`src/rtl/mem_arb_pkg.sv`:
```
// Shared types and default parameters for the unified instruction/data memory arbiter.
package mem_arb_pkg;

    localparam int DEF_ADDR_W     = 9;
    localparam int DEF_DATA_W     = 32;
    localparam int DEF_MEM_LAT    = 2;
    localparam int DEF_STARVE_MAX = 4;

    typedef enum logic {
        IDLE = 1'b0,
        WAIT = 1'b1
    } arb_state_e;

    typedef enum logic [1:0] {
        NONE  = 2'd0,
        FETCH = 2'd1,
        DATA  = 2'd2
    } arb_owner_e;

endpackage

```
`src/rtl/mem_lat_counter.sv`:
```
// Loadable down-counter with zero flag; tracks cycles until memory read data is valid.
module mem_lat_counter #(
    parameter int W = 2
) (
    input  logic         clk,
    input  logic         reset,
    input  logic         load,
    input  logic [W-1:0] load_val,
    input  logic         dec,
    output logic         zero
);

    logic [W-1:0] count;

    always_ff @(posedge clk) begin
        if (reset) begin
            count <= '0;
        end else if (load) begin
            count <= load_val;
        end else if (dec && (count != '0)) begin
            count <= count - 1'b1;
        end
    end

    assign zero = (count == '0);

endmodule

```
`src/rtl/unified_mem_arbiter.sv`:
```
// Single-port unified memory arbiter: data stage has priority over fetch.
// Optional fetch starvation guard enabled by defining ARB_FAIRNESS_EN.
//
// state | meaning
// IDLE  | no access outstanding; a request present is granted this cycle
// WAIT  | access issued, counting down to the cycle mem_rdata is valid
module unified_mem_arbiter
    import mem_arb_pkg::*;
#(
    parameter int ADDR_W     = DEF_ADDR_W,
    parameter int DATA_W     = DEF_DATA_W,
    parameter int MEM_LAT    = DEF_MEM_LAT,
    parameter int STARVE_MAX = DEF_STARVE_MAX
) (
    input  logic                clk,
    input  logic                reset,
    input  logic                if_req,
    input  logic [ADDR_W-1:0]   if_addr,
    output logic [DATA_W-1:0]   if_rdata,
    output logic                if_rvalid,
    output logic                if_stall,
    input  logic                d_rd,
    input  logic                d_wr,
    input  logic [ADDR_W-1:0]   d_addr,
    input  logic [DATA_W-1:0]   d_wdata,
    input  logic [DATA_W/8-1:0] d_wstrb,
    output logic [DATA_W-1:0]   d_rdata,
    output logic                d_ack,
    output logic                d_stall,
    output logic                mem_en,
    output logic                mem_we,
    output logic [ADDR_W-1:0]   mem_addr,
    output logic [DATA_W-1:0]   mem_wdata,
    output logic [DATA_W/8-1:0] mem_wstrb,
    input  logic [DATA_W-1:0]   mem_rdata
);

    localparam int              CNT_W    = $clog2(MEM_LAT) + 1;
    localparam logic [CNT_W-1:0] LAT_LOAD = CNT_W'(MEM_LAT - 1);

    arb_state_e state, state_nxt;
    arb_owner_e owner, owner_nxt;
    logic       own_wr, own_wr_nxt;
    logic       data_req, fetch_force;
    logic       gnt_data, gnt_fetch;
    logic       lat_zero, done;

    assign data_req = d_rd | d_wr;

`ifdef ARB_FAIRNESS_EN
    localparam int SC_W = $clog2(STARVE_MAX + 1);
    logic [SC_W-1:0] starve_cnt;

    // Only data grants that beat a waiting fetch count; the counter never passes STARVE_MAX.
    always_ff @(posedge clk) begin
        if (reset) begin
            starve_cnt <= '0;
        end else if (gnt_fetch) begin
            starve_cnt <= '0;
        end else if (gnt_data && if_req) begin
            starve_cnt <= starve_cnt + 1'b1;
        end
    end

    assign fetch_force = if_req && (starve_cnt >= SC_W'(STARVE_MAX));
`else
    logic unused_starve_max;
    assign unused_starve_max = (STARVE_MAX > 0);
    assign fetch_force       = 1'b0;
`endif

    // Grants are purely combinational so an ungranted request is never latched.
    always_comb begin
        gnt_data  = (state == IDLE) && !reset && data_req && !fetch_force;
        gnt_fetch = (state == IDLE) && !reset && if_req && !gnt_data;
    end

    mem_lat_counter #(.W(CNT_W)) u_lat_cnt (
        .clk      (clk),
        .reset    (reset),
        .load     (gnt_data | gnt_fetch),
        .load_val (LAT_LOAD),
        .dec      (state == WAIT),
        .zero     (lat_zero)
    );

    always_ff @(posedge clk) begin
        if (reset) begin
            state  <= IDLE;
            owner  <= NONE;
            own_wr <= 1'b0;
        end else begin
            state  <= state_nxt;
            owner  <= owner_nxt;
            own_wr <= own_wr_nxt;
        end
    end

    always_comb begin
        state_nxt  = state;
        owner_nxt  = owner;
        own_wr_nxt = own_wr;
        case (state)
            IDLE: begin
                if (gnt_data) begin
                    state_nxt  = WAIT;
                    owner_nxt  = DATA;
                    own_wr_nxt = d_wr;
                end else if (gnt_fetch) begin
                    state_nxt  = WAIT;
                    owner_nxt  = FETCH;
                    own_wr_nxt = 1'b0;
                end
            end
            WAIT: begin
                if (lat_zero) begin
                    state_nxt  = IDLE;
                    owner_nxt  = NONE;
                    own_wr_nxt = 1'b0;
                end
            end
            default: begin
                state_nxt = IDLE;
                owner_nxt = NONE;
            end
        endcase
    end

    assign done = (state == WAIT) && lat_zero && !reset;

    always_comb begin
        mem_en    = 1'b0;
        mem_we    = 1'b0;
        mem_addr  = '0;
        mem_wdata = '0;
        mem_wstrb = '0;
        if_rvalid = 1'b0;
        if_rdata  = '0;
        d_ack     = 1'b0;
        d_rdata   = '0;
        if (gnt_data) begin
            mem_en   = 1'b1;
            mem_we   = d_wr;
            mem_addr = d_addr;
            if (d_wr) begin
                mem_wdata = d_wdata;
                mem_wstrb = d_wstrb;
            end
        end else if (gnt_fetch) begin
            mem_en   = 1'b1;
            mem_addr = if_addr;
        end
        if (done && (owner == FETCH)) begin
            if_rvalid = 1'b1;
            if_rdata  = mem_rdata;
        end
        if (done && (owner == DATA)) begin
            d_ack   = 1'b1;
            d_rdata = own_wr ? '0 : mem_rdata;
        end
    end

    assign if_stall = if_req & ~if_rvalid;
    assign d_stall  = (d_rd | d_wr) & ~d_ack;

endmodule

```
`config.mk`:
```
export PLATFORM = sky130hd
export DESIGN_NAME = unified_mem_arbiter
export DESIGN_NICKNAME = d
export VERILOG_FILES = /design/src/rtl/mem_arb_pkg.sv /design/src/rtl/mem_lat_counter.sv /design/src/rtl/unified_mem_arbiter.sv
export SDC_FILE = /design/constraint.sdc
export NUM_CORES = 1
export LEC_CHECK = 0
export BUFFER_PORTS_ARGS = -buffer_cell sky130_fd_sc_hd__buf_4
export CORE_MARGIN = 10
export CORE_UTILIZATION = 24
export DETAILED_ROUTE_END_ITERATION = 8
export MAX_ROUTING_LAYER = met4
export PLACE_DENSITY = 0.77
export SYNTH_ARGS = -nofsm -noshare
export SYNTH_HDL_FRONTEND = slang
export SYNTH_SLANG_ARGS = --single-unit
```
`constraint.sdc`:
```
create_clock -name clk -period 1.3 [get_ports clk]
set_input_delay 0.065 -clock clk [delete_from_list [all_inputs] [get_ports clk]]
set_output_delay 0.065 -clock clk [all_outputs]
set_load 0.02 [all_outputs]
```
==> out/summary.md, run 1 <==
* 6830 µm — Detail Placement HPWL
* 6 — count of clock tree sinks
* 1.24 ns — critical path data required time
* negative setup slack — violated checks
* 0 — Antenna Violating Nets Remaining
* 0 — number of antenna violations at the first check in global routing
* 25 — num rows
* 4690 µm² — area of the core region
* 2 — CTS max path bufs
* done — TritonCTS clock tree
* 0 — number of enable-type register cells in the synthesized netlist
* 7960 µm² — Die Footprint
* state — worst reg2reg path startpoint
* 0 — DRC violations left
* output pin — CP endpoint kind
* sky130_fd_sc_hd__and2_1, sky130_fd_sc_hd__and3_1, sky130_fd_sc_hd__dfxtp_1, sky130_fd_sc_hd__and2_2, sky130_fd_sc_hd__a22o_1 — cell types occupying the most area after synthesis
* 86.8% — share of layout cells above drive strength 1
* 24.5% — initial cell density of the core
* 89.2 µm — Die X
* 39 — largest net degree at the start of global routing
* 22.7 µm — routed length per instance
* 0.03 ns — clock transition at the registers of the reported paths
* 1150 µm² — Cell Area, Synth
* 577 MHz — max frequency
* 2 — Cells on Worst Hold Path
* 4 — iteration count of the initial detailed-routing pass
* 29.4% — fraction of post-synthesis cell area in the top cell type by area
* 80.3% — relative max-transition margin
* 486 nW/µm² — power density over cell area
* 2138 — total number of vias
* input port to flip-flop — path category of the worst min-delay check
* 19.3% — overall global routing resource usage
* 78.6% — final core utilization
* 29 — unique cell type count in the Yosys netlist
* 0 — max capacitance violation total
* 9800 µm — Total Wirelength
* sky130_fd_sc_hd__and2_1 — biggest area consumer among synthesized cells
* 206 — io pins
* 0 — CTS hold repair buffers
* 0.387 mV — worst voltage drop across the vdd grid
* u_lat_cnt.count[1] — capturing point of the worst reg2reg path
* 11500 µm — first-pass GRT wire length
* state — Hold Path Sink
* 3 — clock buffers created by TritonCTS
* 89.2 µm — DIE HEIGHT
* 6 — FF+latch count, synth
* 4.95 — routed via count divided by cell count
* 0.22 ns — clock latency on the worst-skew pair
* 160 — synthesized netlist cell count
* inv_2, ha_4, nand2_4, nor4b_4, buf_4, clkbuf_16, and2_2, buf_6 — cells along the critical path
* 472 — final layout net count
* 0.183 ns — Fin Hold WS
* 114 — setup violation total in the final timing report
* 2166 — via count of the first global-routing pass
* 1 — number of levels the H-tree was split into
* 0.000621 ns — Fin Clk Skew
* sky130_fd_sc_hd__dfxtp_1 — most frequently used flop master after synthesis
* -0.434 ns — final setup margin
* 10.4% — sequential share of the synthesized area
* flip-flop to output pin — worst setup path category
* yes — RSZ-0062 raised after global routing
* 221% — area added between synthesis and finish
* 1.99 nW — Leak Pwr
* 0 — total grt overflow
* 16 — top fanout value on the critical path
* sky130_fd_sc_hd__dfxtp_2 — crit path max-delay cell type
* 0 — Max Slew Vio Count
* 0.296 ns — Worst Max-Slew Pin Slew
* 53 — drt initial violations
* 0.31 ns — max incr delay on CP
* sky130_fd_sc_hd__clkbuf_8 — root buffer cell
* 0 — Yosys warning count
* 7.19 µm² — Avg Synthesized Cell Area
* 0.03 ns — slack of the worst reg-to-reg path
* flip-flop — crit path launch type
* sky130_fd_sc_hd__and2_1, sky130_fd_sc_hd__and3_1, sky130_fd_sc_hd__and2_2 — most common library cells after synthesis
* 1.73 ns — final critical path time including I/O delays and setup
* 0 — final hold violation count
* 205 — number of port buffers
* 0.919 — routability-driven placement congestion ratio
* sky130_fd_sc_hd__and2_1 — most frequent cell after synthesis
* 1.67 ns — arrival time worst endpoint
* 0 — Inserted Diodes
* 3 — Reg2Reg Depth
* complete, but fails checks — status
* 0% — fraction of synthesis flops using an asynchronous set or reset pin
* 133% — final period utilization
* -35.58 ns — setup tns final
* reset — hold_sp
* 252 — net count after synthesis
==> where the power goes <==
group	internal, mW	switching, mW
logic	0.712	0.552
registers	0.223	0.0290
clock network	0.199	0.0758
total	1.13	0.656
==> routing by layer <==
metal	wire length (µm)	track usage [%]
met1	3530	19.1
met2	5160	35.8
met3	1010	5.74
met4	102	4.91
met5	0	-
==> worst max-delay path, delay by kind of cell, from the launching register on <==
family                   cells  cell delay (ns)
buffers and inverters        4             0.53
flip-flops                   1             0.31
AND/OR/NAND/NOR              3             0.47
adder cells (fa/ha/maj)      1             0.14
==> cell type report <==
cell class,count,area [µm²]
multi-input combinational,136,1160
inverter,3,11.3
sequential,6,128
clock buffer,3,41.3
fill,300,1010
timing repair buffer,230,2270
tap,54,67.6
==> sequential cells by signal, indices dropped and copies added, names as in the netlist <==
name	flops
state	1
own_wr	1
owner	2
u_lat_cnt.count	2
==> cells in the final DEF, fill, tap and decap left out, types with 2 or more instances in the layout <==
master / netlist / layout
sky130_fd_sc_hd__clkbuf_8: 0 / 3
sky130_fd_sc_hd__and2_4: 0 / 42
sky130_fd_sc_hd__a21o_1: 3 / 3
sky130_fd_sc_hd__and3_4: 0 / 13
sky130_fd_sc_hd__buf_6: 3 / 98
sky130_fd_sc_hd__buf_16: 0 / 2
sky130_fd_sc_hd__dfxtp_1: 6 / 2
sky130_fd_sc_hd__and2_2: 11 / 23
sky130_fd_sc_hd__buf_4: 1 / 120
sky130_fd_sc_hd__nor2_1: 4 / 3
sky130_fd_sc_hd__inv_2: 0 / 2
sky130_fd_sc_hd__buf_12: 0 / 5
sky130_fd_sc_hd__clkbuf_16: 0 / 4
sky130_fd_sc_hd__a22o_1: 9 / 9
sky130_fd_sc_hd__and3_1: 37 / 25
sky130_fd_sc_hd__dfxtp_2: 0 / 3
==> repair_timing <==
| action | in CTS | in global routing |
|---|---|---|
| pin swaps | 6 | 44 |
| cloned | 3 | 5 |
| setup buffers | 5 | 4 |
| resized for setup | 92 | 74 |
| setup endpoints to repair | 115 | 118 |
| endpoints found under the hold margin | 0 | 0 |
==> through the flow <==
step / cells / total power, mW / setup WS [ns] / area (µm²)
2_1_floorplan: 160 / 0.699 / -0.126 / 1250
3_3_place_gp: 413 / 1.18 / -0.128 / 2860
3_5_place_dp: 413 / 1.20 / -0.179 / 2860
4_1_cts: 424 / 1.65 / -0.397 / 3360
5_1_grt: 432 / 1.88 / -0.484 / 3690
6_report: 432 / 1.79 / -0.434 / 3690
==> logic make-up (layout without fill, tap and decap cells) <==
| group | count (synthesis) | after routing | synth area share [%] |
|---|---|---|---|
| compound gates | 16 | 16 | 11.8 |
| fa+ha+maj | 1 | 1 | 1.09 |
| buf+inv | 19 | 236 | 8.92 |
| flops | 6 | 6 | 10.4 |
| simple gates | 118 | 119 | 67.8 |
==> worst max path at each step <==
stage,start,end,cells after the start,slack [ns]
after floorplan,u_lat_cnt.count[1],if_rdata[15],6,-0.13
after global placement,u_lat_cnt.count[1],if_rdata[1],7,-0.13
after detailed placement,u_lat_cnt.count[1],if_rdata[30],7,-0.18
after CTS,u_lat_cnt.count[1],if_rdata[30],7,-0.40
after global routing,u_lat_cnt.count[1],if_rdata[16],8,-0.48
final,u_lat_cnt.count[1],if_rdata[31],8,-0.43
Note: power is estimated with default switching activity, not from simulation.
==> inputs of run 2 (changes only) <==
Settings changed: BUFFER_PORTS_ARGS -buffer_cell sky130_fd_sc_hd__buf_4 to default, CORE_AREA from default to 10 10 72 74, CORE_MARGIN 10 to default, CORE_UTILIZATION 24 to default, DIE_AREA from default to 0 0 82 84, DONT_BUFFER_PORTS from default to 1, PLACE_DENSITY 0.77 to default, SLEW_MARGIN from default to 40.
==> out/summary.md, run 2 (synthesized netlist as in run 1, its figures left out) <==
* owner (2), u_lat_cnt.count (2) — largest registers
* 29.8% — initial cell density of the core, +5.3 points
* 29.5 µm — routed length per instance, +30%
* 309 — filler cell count, +3.0%
* 6 — count of clock tree sinks, unchanged
* 0.971 nW — Leak Pwr, -51%
* 90.9% — share of layout cells above drive strength 1, +4.1 points
* 116 — setup violation total in the final timing report, +1.8%
* yes — RSZ-0062 raised after global routing
* sky130_fd_sc_hd__clkbuf_8 — root buffer cell
* flip-flop to output pin — worst setup path category
* 0.23 ns — clock latency on the worst-skew pair, about the same
* 1390 µm² — area occupied by multi-input gates, +19%
* 0.222 ns — Worst Max-Slew Pin Slew, -0.0741 ns
* 4920 µm — Detail Placement HPWL, -28%
* -0.332 ns — final setup margin, +0.102 ns
* 7000 µm — Total Wirelength, -29%
* state — worst reg2reg path startpoint
* -0.14 ns — slack of the worst reg-to-reg path, -0.17 ns
* 85.1% — relative max-transition margin, +4.8 points
* 0 — number of antenna violations at the first check in global routing, unchanged
* 0 — DRC violations left, unchanged
* complete, but fails checks — status
* 0.780 — routability-driven placement congestion ratio, -15%
* input port to flip-flop — path category of the worst min-delay check
* 0 — Max Slew Vio Count, unchanged
* 3 — clock buffers created by TritonCTS, unchanged
* -27.84 ns — setup tns final, +7.74 ns
* 82 µm — Die X, -8.1%
* 0.00100 ns — Fin Clk Skew, +0.000381 ns
* done — TritonCTS clock tree
* 1.63 ns — final critical path time including I/O delays and setup, -0.102 ns
* 0 — Antenna Violating Nets Remaining, unchanged
* 0 — final hold violation count, unchanged
* 613 MHz — max frequency, +6.3%
* 0 — max capacitance violation total, unchanged
* u_lat_cnt.count[0] — Hold Path Sink
* 8640 µm — first-pass GRT wire length, -25%
* owner[0] — capturing point of the worst reg2reg path
* 1 — number of levels the H-tree was split into, unchanged
* 2 — CTS max path bufs, unchanged
* 1.46 mW — post-layout power, -18%
* 0 — total grt overflow, unchanged
* 41 — largest net degree at the start of global routing, +5.1%
* 17 — drt initial violations, -68%
* 126 µm² — register cell area after layout, -0.98%
* 1.24 ns — critical path data required time, about the same
* 5.74 — routed via count divided by cell count, +16%
* 281 — final layout net count, -40%
* 3 — Cells on Worst Hold Path, +1
* 1442 — via count of the first global-routing pass, -33%
* 206 — io pins, unchanged
* 9 — top fanout value on the critical path, -7
* sky130_fd_sc_hd__and2_4, sky130_fd_sc_hd__and3_4, sky130_fd_sc_hd__buf_4 — leading cell types in the layout, fill and taps excluded
* negative setup slack — violated checks
* 1.57 ns — arrival time worst endpoint, -0.10 ns
* 8 — Reg2Reg Depth, +5
* sky130_fd_sc_hd__and2_4 — leading cell type in the layout, fill and taps excluded
* 23 — num rows, -8.0%
* output pin — CP endpoint kind
* 0.04 ns — clock transition at the registers of the reported paths, about the same
* 1360 — total number of vias, -36%
* 676 nW/µm² — power density over cell area, +39%
* 126% — final period utilization, -7.9 points
* 0 — number of port buffers, -100%
* 3860 µm² — area of the core region, -18%
* flip-flop — crit path launch type
* 0.446 mV — worst voltage drop across the vdd grid, +15%
* 88.0% — area added between synthesis and finish
* reset — hold_sp
* 4 — iteration count of the initial detailed-routing pass, unchanged
* 84 µm — DIE HEIGHT, -5.8%
* 6890 µm² — Die Footprint, -13%
* 0 — Inserted Diodes, unchanged
* 16.5% — overall global routing resource usage, -2.8 points
## run 2: critical path, stage by stage, from the launching register on
cell                      delay, ns
sky130_fd_sc_hd__dfxtp_2       0.31
sky130_fd_sc_hd__inv_2         0.06
sky130_fd_sc_hd__ha_4          0.14
sky130_fd_sc_hd__nand2_4       0.07
sky130_fd_sc_hd__nor4b_4       0.22
sky130_fd_sc_hd__buf_6         0.16
sky130_fd_sc_hd__buf_12        0.11
sky130_fd_sc_hd__and2b_2       0.26
## run 2: layout make-up
class / instances / share of cell area, %
Multi-Input combinational cell: 136 / 64.3
Inverter: 3 / 0.521
Clock buffer: 3 / 1.91
Timing Repair Buffer: 39 / 24.5
Tap cell: 50 / 2.89
Sequential cell: 6 / 5.84
## run 2: how the worst max path moves through the flow
stage | start | to | slack (ns) | cells after the start
2_1_floorplan | u_lat_cnt.count[1] | if_rdata[15] | -0.13 | 6
3_3_place_gp | u_lat_cnt.count[1] | if_stall | -0.1 | 6
3_5_place_dp | u_lat_cnt.count[1] | if_stall | -0.14 | 6
4_1_cts | u_lat_cnt.count[1] | if_stall | -0.38 | 6
5_1_grt | u_lat_cnt.count[1] | if_stall | -0.39 | 7
6_report | u_lat_cnt.count[1] | if_stall | -0.33 | 7
## run 2: report_power, final
| part | leakage [nW] | internal (mW) | switching [mW] |
|---|---|---|---|
| clock network | 0.0216 | 0.200 | 0.0940 |
| logic | 0.898 | 0.479 | 0.438 |
| registers | 0.0508 | 0.222 | 0.0280 |
## run 2: repair_timing
item                                   CTS  global route
setup buffers                            6             9
hold buffers                             1             0
cloned                                   4             7
resized for setup                      115            60
setup endpoints to repair              118           118
endpoints found under the hold margin    2             0
pin swaps                               47            50
## run 2: layer usage
layer	track usage [%]	vias to the layer above	part of all wire (%)
li1	-	598	-
met1	14.2	622	31
met2	29.2	129	53
met3	8.94	11	15
met4	5.73	0	1.6
met5	-	-	0
## run 2: metrics by stage
stage          std cells  utilization (%)  worst slack (ns)  cell area [µm²]  hold WS, ns
3_5_place_dp         209             35.1            -0.141             1350        0.146
3_3_place_gp         209             35.1           -0.0996             1350        0.144
4_1_cts              223             49.0            -0.377             1890       0.0307
2_1_floorplan        160                -            -0.126             1250        0.283
6_report             237             56.1            -0.332             2160       0.0324
5_1_grt              237             56.1            -0.385             2160       0.0623
